--- src/rtl/martian_date_counter.sv ---
// Darian (Martian) calendar date counter.
// Holds year / month / sol, advances by one sol per sol_tick, and accepts a
// checked parallel load. Month length arrives from an external martian_days
// block as the D27/D28 flags, which in turn are derived from our M and LY.
module martian_date_counter #(
    parameter int YEAR_W = 12
) (
    input  logic              clk,
    input  logic              reset,
    input  logic              sol_tick,
    input  logic              load,
    input  logic [YEAR_W-1:0] load_year,
    input  logic [4:0]        load_month,
    input  logic [4:0]        load_sol,
    input  logic              D27,
    input  logic              D28,
    output logic [YEAR_W-1:0] year,
    output logic [4:0]        M,
    output logic [4:0]        sol,
    output logic              LY,
    output logic              month_end,
    output logic              year_end,
    output logic              load_err,
    output logic              err
);

    // Residue of the year modulo 10, kept in step with year so the leap rule
    // needs no divider.
    logic [3:0] yr_mod10;

    logic [YEAR_W-1:0] year_n;
    logic [4:0]        m_n;
    logic [4:0]        sol_n;
    logic [3:0]        mod_n;
    logic              ly_n;
    logic              month_end_n;
    logic              year_end_n;
    logic              load_err_n;
    logic              err_n;

    logic              load_ok;
    logic              len_legal;
    logic [4:0]        month_len;
    logic [3:0]        load_mod10;

    // Year modulo 10 as a flat sum of per-bit residues (2^i mod 10 cycles
    // 1,2,4,8,6,2,4,8,6...). The loop unrolls into a fixed adder chain.
    function automatic logic [3:0] mod10(input logic [YEAR_W-1:0] v);
        logic [4:0] acc;
        logic [4:0] w;
        acc = 5'd0;
        w   = 5'd1;
        for (int i = 0; i < YEAR_W; i++) begin
            if (v[i]) begin
                acc = acc + w;
                if (acc >= 5'd10) begin
                    acc = acc - 5'd10;
                end
            end
            w = {w[3:0], 1'b0};
            if (w >= 5'd10) begin
                w = w - 5'd10;
            end
        end
        return acc[3:0];
    endfunction

    assign load_ok    = (load_month <= 5'd23) && (load_sol >= 5'd1) && (load_sol <= 5'd28);
    assign len_legal  = D27 ^ D28;
    assign month_len  = D27 ? 5'd27 : 5'd28;
    assign load_mod10 = mod10(load_year);

    // Next-state selection: load beats tick beats hold; pulses default low.
    always_comb begin
        year_n      = year;
        m_n         = M;
        sol_n       = sol;
        mod_n       = yr_mod10;
        month_end_n = 1'b0;
        year_end_n  = 1'b0;
        load_err_n  = 1'b0;
        err_n       = err;

        if (load) begin
            if (load_ok) begin
                year_n = load_year;
                m_n    = load_month;
                sol_n  = load_sol;
                mod_n  = load_mod10;
            end else begin
                load_err_n = 1'b1;
            end
        end else if (sol_tick) begin
            if (!len_legal) begin
                err_n = 1'b1;
            end else if (sol < month_len) begin
                sol_n = sol + 5'd1;
            end else begin
                // Also catches a loaded sol 28 in a 27-sol month.
                sol_n       = 5'd1;
                month_end_n = 1'b1;
                if (M == 5'd23) begin
                    m_n        = 5'd0;
                    year_n     = year + {{(YEAR_W-1){1'b0}}, 1'b1};
                    mod_n      = (yr_mod10 == 4'd9) ? 4'd0 : yr_mod10 + 4'd1;
                    year_end_n = 1'b1;
                end else begin
                    m_n = M + 5'd1;
                end
            end
        end

        ly_n = year_n[0] | (mod_n == 4'd0);
    end

    // State and output registers; LY is registered alongside year.
    always_ff @(posedge clk) begin
        if (reset) begin
            year      <= '0;
            M         <= 5'd0;
            sol       <= 5'd1;
            yr_mod10  <= 4'd0;
            LY        <= 1'b1;
            month_end <= 1'b0;
            year_end  <= 1'b0;
            load_err  <= 1'b0;
            err       <= 1'b0;
        end else begin
            year      <= year_n;
            M         <= m_n;
            sol       <= sol_n;
            yr_mod10  <= mod_n;
            LY        <= ly_n;
            month_end <= month_end_n;
            year_end  <= year_end_n;
            load_err  <= load_err_n;
            err       <= err_n;
        end
    end

endmodule

--- config.mk ---
export PLATFORM = sky130hd
export DESIGN_NAME = martian_date_counter
export DESIGN_NICKNAME = d
export VERILOG_FILES = /design/src/rtl/martian_date_counter.sv
export SDC_FILE = /design/constraint.sdc
export NUM_CORES = 1
export LEC_CHECK = 0
export BUFFER_PORTS_ARGS = -buffer_cell sky130_fd_sc_hd__buf_2
export CAP_MARGIN = 20
export CORE_MARGIN = 8
export CORE_UTILIZATION = 50
export DETAILED_ROUTE_END_ITERATION = 8
export PLACE_DENSITY = 0.81
export SLEW_MARGIN = 15
export SYNTH_ARGS = -nofsm -noshare
export SYNTH_HDL_FRONTEND = slang
export SYNTH_SLANG_ARGS = --single-unit
--- constraint.sdc ---
create_clock -name clk -period 13.4 [get_ports clk]
set_clock_uncertainty 0.2 [all_clocks]
set_input_delay 0.67 -clock clk [delete_from_list [all_inputs] [get_ports clk]]
set_output_delay 0.67 -clock clk [all_outputs]
set_load 0.01 [all_outputs]
==> flow_metrics.py <==
metrics = {
    "die": {
        "die_h_um": 104,
        "io_pins": 55,
        "rows": 32,
        "die-width_um": 104,
        "initial_core_util_pct": 51.2,
        "core_um2": 7650,
        "die_area_um2": 10900,
    },
    "synthesis": {
        "syn-num-nets": 599,
        "synth_area_um2": 3920,
        "netlist-cell-type-count": 77,
        "ys_warn_count": 0,
        "synth_area_leaders": "dfxtp_1 16%, ha_1 9.3%, nor2_1 5.1%, o21ai_0 5.0%, nand2_1 4.6%",
        "synth_edf_count": 0,
        "synthFlopType": "dfxtp_1",
        "synthCells": 542,
        "ys_ff_latch": 31,
        "synth.avg_cell_area_um2": 7.22,
        "synth-seq-area-share_pct": 15.9,
        "yosysTopAreaCell": "dfxtp_1",
        "synth_common_cells": "53 x nor2_1, 48 x nand2_1, 39 x o21ai_0",
        "async_reset_ff_share_pct": 0,
        "yosysMostFrequentCell": "nor2_1",
        "synth_top_cell_area_share_pct": 15.9,
    },
    "place": {
        "gp_congestion": 0.939,
        "io_buffers": 54,
        "detailed_place_hpwl_um": 8250,
        "place_ws_ns": 0.962,
    },
    "sta": {
        "slew_viol_final": 0,
        "setup_violations": 0,
        "fin_ws_ns": 0.965,
        "worst_pin_slew_ns": 0.807,
        "finalCritPeriodShare_pct": 92.8,
        "slew_headroom_pct": 46.2,
        "min_period_ns": 12.43,
        "hold_violations": 0,
        "rsz0062_at_grt": "no",
        "fmax_mhz": 80.4,
        "tns_ns": 0,
    },
    "detailed_routing": {
        "vias": 4239,
        "wl_per_cell_um": 15.6,
        "drt_pass1_iterations": 5,
        "wl_um": 10700,
        "vias_per_cell": 6.18,
        "drt_iter0_markers": 402,
        "drtAntennaViolNets": 0,
        "drc_errors": 0,
    },
    "clock_network": {
        "postCtsResizedCells": 0,
        "htreeDepth": 2,
        "cts_tree": "done",
        "cts_setup_buffers": 0,
        "insertion_delay_ns": 0.28,
        "cts_buffers": 5,
        "hold_buffers": 0,
        "cts_sinks": 31,
        "cts_root_buffer": "clkbuf_8",
        "cts_buffer_depth": 2,
        "clk_pin_slew_worst_paths_ns": 0.06,
    },
    "grt": {
        "antenna_found_initial": 0,
        "grt_pass1_vias": 4008,
        "grt-ovfl-total": 0,
        "grt_use_total_pct": 18.9,
        "grt_pass1_wl_um": 18200,
        "grt_max_degree": 28,
    },
    "layout": {
        "drive_gt1_share_pct": 14.2,
        "areaGrowthSynthToFinish_pct": 10.9,
        "fin_nets": 640,
        "diodes": 0,
    },
    "critical_path": {
        "cp_top_family": "compound AO/OA/AOI/OAI gates",
        "cpPeakStageDelay_ns": 0.47,
        "crit_top_cell": "ha_1",
        "arrival_ns": 12.42,
        "crit_buf_inv": 8,
        "path_max_fanout": 10,
        "cp.required_ns": 13.39,
        "crit_path_start_kind": "primary input",
        "worst_path_max_delay_cell": "mux4_2",
        "end_kind": "register",
        "crit_type": "primary input to register",
    },
    "job": {
        "drv_cap": 0,
    },
    "outcome": {
        "outcome": "complete, no violations",
    },
    "power_and_ir_drop": {
        "powerDensity_nw_per_um2": 267,
        "vdd_drop_max_uv": 164,
        "p_leak_uw": 0.00190,
    },
    "worst_hold_path": {
        "hold_path.class": "register to register",
    },
}
## per-stage QoR
step | hold WS, ns | utilization (%) | power, uW | area (um2) | cells
floorplan | 0.305 | - | 872 | 3920 | 542
global placement | 0.245 | 55.2 | 988 | 4220 | 678
detailed placement | 0.291 | 55.2 | 1040 | 4220 | 678
CTS | 0.299 | 56.8 | 1140 | 4340 | 686
global route | 0.362 | 56.8 | 1270 | 4340 | 686
finish | 0.302 | 56.8 | 1160 | 4340 | 686
## cells by family (layout without fill, tap and decap cells)
logic type / count (synthesis) / in the layout / synth area share (%)
flops: 31 / 31 / 15.9
xor+xnor: 16 / 16 / 3.77
compound gates: 167 / 167 / 30.1
mux: 16 / 16 / 4.60
simple gates: 224 / 224 / 30.2
fa+ha+maj: 29 / 29 / 9.27
buf+inv: 59 / 101 / 6.14
## layout make-up
cell class	count	area [um2]
Fill cell	700	3310
Multi-Input combinational cell	452	3050
Sequential cell	31	621
Timing Repair Buffer	55	278
Inverter	38	143
Tap cell	102	128
Clock buffer	6	82.6
Clock inverter	2	35.0
## routing by layer
metal,vias up,share of wire [%],global-route usage (%)
met5,-,0,0
met4,0,1.8,6.31
met3,18,6.3,3.90
met2,156,46,30.7
met1,1980,46,24.2
li1,2085,-,-
## worst min-delay path: cells and delay by family, from the launching register on
family        cells  cell delay, ns
flops             1            0.31
simple gates      2            0.15
## worst paths after layout
check,start,to,slack [ns],cells past startpoint
hold / removal,err,err,0.30,2
hold reg to reg,err,err,0.30,2
setup / recovery,load_year[1],LY,0.97,57
setup reg to reg,sol[1],LY,10.28,12
## sequential cells by signal (all words and copies together) (netlist names)
name	flops
M	5
year	12
err	1
LY	1
load_err	1
month_end	1
year_end	1
yr_mod10	4
sol	5
## power breakdown
group          internal [uW]  leakage, uW  switching, uW
clock                   60.1    0.0000612           34.2
combinational            385      0.00158            567
sequential               102     0.000254           8.95
## layout by cell type, fill, tap and decap left out, types with 9 or more instances in the layout
cell type / count
nor2_1: 53
buf_2: 54
nor2b_1: 14
inv_1: 36
xnor2_1: 11
a21oi_1: 28
mux2i_1: 12
dfxtp_1: 31
nor3_1: 11
and2_1: 9
nor3b_1: 14
nand2b_1: 12
ha_1: 29
a221oi_1: 12
o21ai_0: 39
nand3_1: 22
nand2_1: 48
a211oi_1: 12
and3_1: 15
No activity file was read; power rests on OpenSTA's default activity.
